--- config.mk ---
export PLATFORM = sky130hd
export DESIGN_NAME = time_set_ctrl
export DESIGN_NICKNAME = d
export VERILOG_FILES = /design/src/rtl/time_set_ctrl.sv
export SDC_FILE = /design/constraint.sdc
export NUM_CORES = 1
export LEC_CHECK = 0
export CORE_ASPECT_RATIO = 0.75
export CORE_MARGIN = 3
export CORE_UTILIZATION = 65
export CTS_BUF_LIST = sky130_fd_sc_hd__clkbuf_8
export CTS_CLUSTER_DIAMETER = 80
export DETAILED_ROUTE_END_ITERATION = 10
export HOLD_SLACK_MARGIN = 0.03
export PLACE_DENSITY = 0.85
export SYNTH_ARGS = -nofsm -noshare
export SYNTH_HDL_FRONTEND = slang
export SYNTH_SLANG_ARGS = --single-unit
export TNS_END_PERCENT = 1
--- constraint.sdc ---
create_clock -name CP50 -period 6.4 [get_ports CP50]
set_clock_uncertainty 0.15 [all_clocks]
set_input_delay 1.28 -clock CP50 [delete_from_list [all_inputs] [get_ports CP50]]
set_output_delay 1.28 -clock CP50 [all_outputs]
set_load 0.02 [all_outputs]
--- src/rtl/time_set_ctrl.sv ---
// Set-mode sequencer for the digital clock: debounced MODE/INC keys,
// increment strobes with auto-repeat, set-state timeout and field blink.
module time_set_ctrl #(
    parameter int DEB_CYCLES   = 1000000,
    parameter int REPEAT_START = 25000000,
    parameter int REPEAT_RATE  = 5000000,
    parameter int TIMEOUT_S    = 10
) (
    input  logic       CP50,
    input  logic       nCR,
    input  logic       Tick1Hz,
    input  logic       KeyMode,
    input  logic       KeyInc,
    output logic       IncH,
    output logic       IncM,
    output logic       IncAH,
    output logic       IncAM,
    output logic       HoldRun,
    output logic       ClrSec,
    output logic       DisplayA,
    output logic       FieldBlank,
    output logic [2:0] Field
);

    localparam int DCW = $clog2(DEB_CYCLES + 1);
    localparam int RCW = $clog2(REPEAT_START + 1);
    localparam int TCW = $clog2(TIMEOUT_S + 1);

    typedef enum logic [2:0] {
        RUN    = 3'd0,
        SET_H  = 3'd1,
        SET_M  = 3'd2,
        SET_AH = 3'd3,
        SET_AM = 3'd4
    } state_t;

    // key index 0 = MODE, 1 = INC
    logic [1:0]     raw;
    logic [1:0]     sync1;
    logic [1:0]     sync2;
    logic [1:0]     lvl;
    logic [1:0]     prs;
    logic [DCW-1:0] dcnt [2];

    state_t         state;
    state_t         nxt;
    logic [TCW-1:0] tcnt;
    logic [TCW-1:0] tcnt_n;
    logic           timeout;
    logic           armed;
    logic           armed_n;
    logic [RCW-1:0] rcnt;
    logic [RCW-1:0] rcnt_n;
    logic           phase;
    logic           phase_n;
    logic           press_ok;
    logic           rep_fire;
    logic           fire;
    logic           mode_p;
    logic           inc_p;
    logic           inc_lvl;

    assign raw     = {KeyInc, KeyMode};
    assign mode_p  = prs[0];
    assign inc_p   = prs[1];
    assign inc_lvl = lvl[1];
    assign Field   = state;

    // Synchronise and debounce both keys; emit one-cycle press events.
    always_ff @(posedge CP50) begin
        if (!nCR) begin
            sync1 <= '0;
            sync2 <= '0;
            lvl   <= '0;
            prs   <= '0;
            for (int i = 0; i < 2; i++) dcnt[i] <= '0;
        end else begin
            sync1 <= raw;
            sync2 <= sync1;
            prs   <= '0;
            for (int i = 0; i < 2; i++) begin
                if (sync2[i] == lvl[i]) begin
                    dcnt[i] <= '0;
                end else if (dcnt[i] == DCW'(DEB_CYCLES - 1)) begin
                    dcnt[i] <= '0;
                    lvl[i]  <= sync2[i];
                    prs[i]  <= sync2[i];
                end else begin
                    dcnt[i] <= dcnt[i] + 1'b1;
                end
            end
        end
    end

    // Next state, timeout, repeat timing and blink phase.
    always_comb begin
        tcnt_n   = tcnt;
        nxt      = state;
        timeout  = 1'b0;
        armed_n  = armed;
        rcnt_n   = rcnt;
        phase_n  = phase;
        press_ok = 1'b0;
        rep_fire = 1'b0;
        fire     = 1'b0;

        if (state == RUN || mode_p || inc_p)
            tcnt_n = '0;
        else if (Tick1Hz && tcnt != TCW'(TIMEOUT_S))
            tcnt_n = tcnt + 1'b1;
        timeout = (state != RUN) && (tcnt_n == TCW'(TIMEOUT_S));

        if (mode_p) begin
            unique case (state)
                RUN:     nxt = SET_H;
                SET_H:   nxt = SET_M;
                SET_M:   nxt = SET_AH;
                SET_AH:  nxt = SET_AM;
                SET_AM:  nxt = RUN;
                default: nxt = RUN;
            endcase
        end else if (timeout) begin
            nxt = RUN;
        end

        press_ok = inc_p && !mode_p && (state != RUN);
        rep_fire = armed && inc_lvl && !mode_p && !timeout &&
                   (state != RUN) &&
                   (rcnt == RCW'(REPEAT_START - 1));
        fire     = press_ok || rep_fire;

        if (mode_p || timeout || !inc_lvl || state == RUN) begin
            armed_n = 1'b0;
            rcnt_n  = '0;
        end else if (press_ok) begin
            armed_n = 1'b1;
            rcnt_n  = '0;
        end else if (armed) begin
            if (rcnt == RCW'(REPEAT_START - 1))
                rcnt_n = RCW'(REPEAT_START - REPEAT_RATE);
            else
                rcnt_n = rcnt + 1'b1;
        end

        if (nxt != state)
            phase_n = 1'b1;
        else if (fire)
            phase_n = 1'b1;
        else if (state != RUN && Tick1Hz)
            phase_n = ~phase;
    end

    // State and registered outputs.
    always_ff @(posedge CP50) begin
        if (!nCR) begin
            state      <= RUN;
            tcnt       <= '0;
            armed      <= 1'b0;
            rcnt       <= '0;
            phase      <= 1'b0;
            IncH       <= 1'b0;
            IncM       <= 1'b0;
            IncAH      <= 1'b0;
            IncAM      <= 1'b0;
            HoldRun    <= 1'b0;
            ClrSec     <= 1'b0;
            DisplayA   <= 1'b0;
            FieldBlank <= 1'b0;
        end else begin
            state      <= nxt;
            tcnt       <= (nxt == RUN) ? '0 : tcnt_n;
            armed      <= armed_n;
            rcnt       <= rcnt_n;
            phase      <= phase_n;
            IncH       <= fire && (state == SET_H);
            IncM       <= fire && (state == SET_M);
            IncAH      <= fire && (state == SET_AH);
            IncAM      <= fire && (state == SET_AM);
            HoldRun    <= (nxt == SET_H) || (nxt == SET_M);
            ClrSec     <= (state == SET_M) && (nxt != SET_M);
            DisplayA   <= (nxt == SET_AH) || (nxt == SET_AM);
            FieldBlank <= (nxt != RUN) && !phase_n;
        end
    end

endmodule

==> results.sh <==
export IMPL_p_leak_nw=1.67
export IMPL_drv_slew=0
export IMPL_path_clk_slew_ns=0.09
export IMPL_stdcell_count=599
export IMPL_grtUsageTotal=0.241
export IMPL_rows=25
export IMPL_placed_cells=583
export IMPL_grt_pass1_wl_um=15100
export IMPL_setup_worst_path_start_class="input pin"
export IMPL_mostFrequentLayoutCell="nor2_1"
export IMPL_yosysSeqAreaShare=0.497
export IMPL_status="complete, no violations"
export IMPL_totalWireLength_um=8850
export IMPL_multi_input_area_um2=2250
export IMPL_synth_seq_cells=90
export IMPL_avgViaCountPerCell=5.89
export IMPL_dr_pass1_iters=5
export IMPL_post_cts_resized=0
export IMPL_path_class="input pin to register"
export IMPL_seq_area_um2=2200
export IMPL_synth_main_ff_cell="dfxtp_1"
export IMPL_avgRoutedWirePerCell_um=14.8
export IMPL_syn_cell_area_um2=4430
export IMPL_n_antenna_cell=0
export IMPL_fin_crit_sh=0.590
export IMPL_worst_pin_slew_ns=1.12
export IMPL_coreArea_um2=6440
export IMPL_setup_violations=0
export IMPL_relSlewSlack=0.250
export IMPL_final_cell_mix="65 x nor2_1, 50 x dfxtp_1, 40 x edfxtp_1, 40 x conb_1, 37 x xor2_1"
export IMPL_async_flop_share=0
export IMPL_critPathCaptureType="register"
export IMPL_drt_iter0_drc=237
export IMPL_synth_cell_types=45
export IMPL_die_area_um2=7850
export IMPL_reg2reg_slack_ns=3.32
export IMPL_hold_buffers=0
export IMPL_arrival_ns=3.81
export IMPL_gp_congestion=0.916
export IMPL_finalCriticalPeriod_ns=3.78
export IMPL_drive_gt1_frac=0.0405
export IMPL_avgSynthCellArea_um2=9.50
export IMPL_clock_sinks=90
export IMPL_dp_slack_ns=2.26
export IMPL_grt_setup_unrepaired="no"
export IMPL_ant_nets=0
export IMPL_grt_ovfl_total=0
export IMPL_hpwl_um=6210
export IMPL_netlist_top_cells_area="edfxtp_1 27%, dfxtp_1 23%, xor2_1 7.3%"
export IMPL_path_max_fanout=25
export IMPL_ys_warn_count=0
export IMPL_initial_core_util=0.687
export IMPL_port_buffers=15
export IMPL_synth_edf_count=40
export IMPL_max_cap_violations=0
export IMPL_cts_root_buf="clkbuf_8"
export IMPL_p_per_area_nw_per_um2=215
export IMPL_post_cts_buffers=0
export IMPL_clk_latency_ns=0.35
export IMPL_yosysTopAreaCell="edfxtp_1"
export IMPL_fmax_mhz=265
export IMPL_area_growth_syn_to_layout_pct=12.3
export IMPL_fin_ws_ns=2.62
export IMPL_yosysTopAreaCellShare=0.271
export IMPL_hold_viol=0
export IMPL_cts_tree="built"
export IMPL_antenna_found_initial=0
export IMPL_syn_inst=466
export IMPL_grt_pass1_vias=3384
export IMPL_fin_nets=523
export IMPL_worst_ir_drop_vdd_uv=150
export IMPL_ioPinCount=16
export IMPL_cts_max_level=3
export IMPL_hold_class="register to register"
export IMPL_cp_required_ns=6.44
export IMPL_drc_errors=0
export IMPL_fillers=442
export IMPL_grt_max_degree=26
export IMPL_die_width_um=101
export IMPL_vias=3530
export IMPL_cts_made_buffers=9
export IMPL_clockBufferDepth=2
export IMPL_fp_dieH_um=77.5
export IMPL_tns_ns=0
==> final cells by class <==
class,count,area share
clock buffers,9,0.0249
well taps,81,0.0204
flip-flops and latches,90,0.443
repair buffers,16,0.0317
clock inverters,7,0.0186
inverters,12,0.00906
multi-input cells,384,0.452
==> state kept, by name (all words and copies together) (netlist names), 2 cells and up <==
| signal | cells |
|---|---|
| sync1 | 2 |
| rcnt | 25 |
| Field | 3 |
| tcnt | 4 |
| lvl | 2 |
| dcnt | 40 |
| prs | 2 |
| sync2 | 2 |
==> kinds of logic (layout without fill, tap and decap cells) <==
logic type	Yosys count	count (layout)	synth area share
adder cells (fa/ha/maj)	5	5	0.0141
XOR/XNOR	64	64	0.127
other	1	40	0.000847
flip-flops	90	90	0.497
AO/OA/AOI/OAI	36	36	0.0543
buffers and inverters	31	44	0.0277
multiplexers	3	3	0.00678
AND/OR/NAND/NOR	236	236	0.272
==> cells in the mapped netlist (2+ instances only) <==
cell type / number
nor2_1: 65
dfxtp_1: 50
edfxtp_1: 40
xor2_1: 37
nand2_1: 31
nor3_1: 31
nand3_1: 27
xnor2_1: 27
nand4_1: 22
and3_1: 14
clkbuf_1: 14
inv_1: 11
nor4_1: 10
a21oi_1: 8
o21ai_0: 7
or3_1: 7
o211ai_1: 6
and2_1: 5
buf_2: 5
ha_1: 5
a211oi_1: 4
and4_1: 4
o22ai_1: 4
mux2i_1: 3
nand2b_1: 3
nor4b_1: 3
nand3b_1: 2
nor3b_1: 2
nor4bb_1: 2
or4_1: 2
==> power breakdown <==
part	switching, mW	internal, mW
logic	0.0179	0.0125
registers	0.0127	0.611
clock network	0.197	0.220
==> metal layers <==
metal | track usage | up-vias | routed length (µm) | part of all wire
met1 | 0.318 | 1693 | 3930 | 0.44
li1 | - | 1718 | - | -
met2 | 0.385 | 101 | 4310 | 0.49
met3 | 0.0647 | 18 | 490 | 0.055
met5 | 0 | - | 0 | 0
met4 | 0.0797 | 0 | 125 | 0.014
==> metrics by stage <==
| stage | area, µm² | power (mW) | util | hold WS (ns) |
|---|---|---|---|---|
| final | 4970 | 1.07 | 0.772 | 0.302 |
| after global routing | 4970 | 1.11 | 0.772 | 0.326 |
| after CTS | 4970 | 1.08 | 0.772 | 0.305 |
| after detailed placement | 4760 | 0.665 | 0.738 | 0.282 |
| after global placement | 4760 | 0.663 | 0.738 | 0.274 |
| after floorplan | 4570 | 0.656 | - | 0.262 |
==> path summary, 6_finish.rpt <==
| path | startpoint | to | depth (start not counted) |
|---|---|---|---|
| worst max-delay path | Tick1Hz | rcnt[19] | 6 |
| worst min-delay path | sync1[1] | sync2[1] | 1 |
| worst max register to register | tcnt[0] | rcnt[19] | 7 |
| worst min register to register | sync1[1] | sync2[1] | 1 |
==> worst max-delay path, cell delays in order <==
cell and delay [ns]:
clkdlybuf4s50_1 0.60, nand4_1 0.17, xor2_1 0.19, or3_1 0.47, o2111ai_2 0.94, nor3_1 0.16
Note: power is estimated with default switching activity, not from simulation.
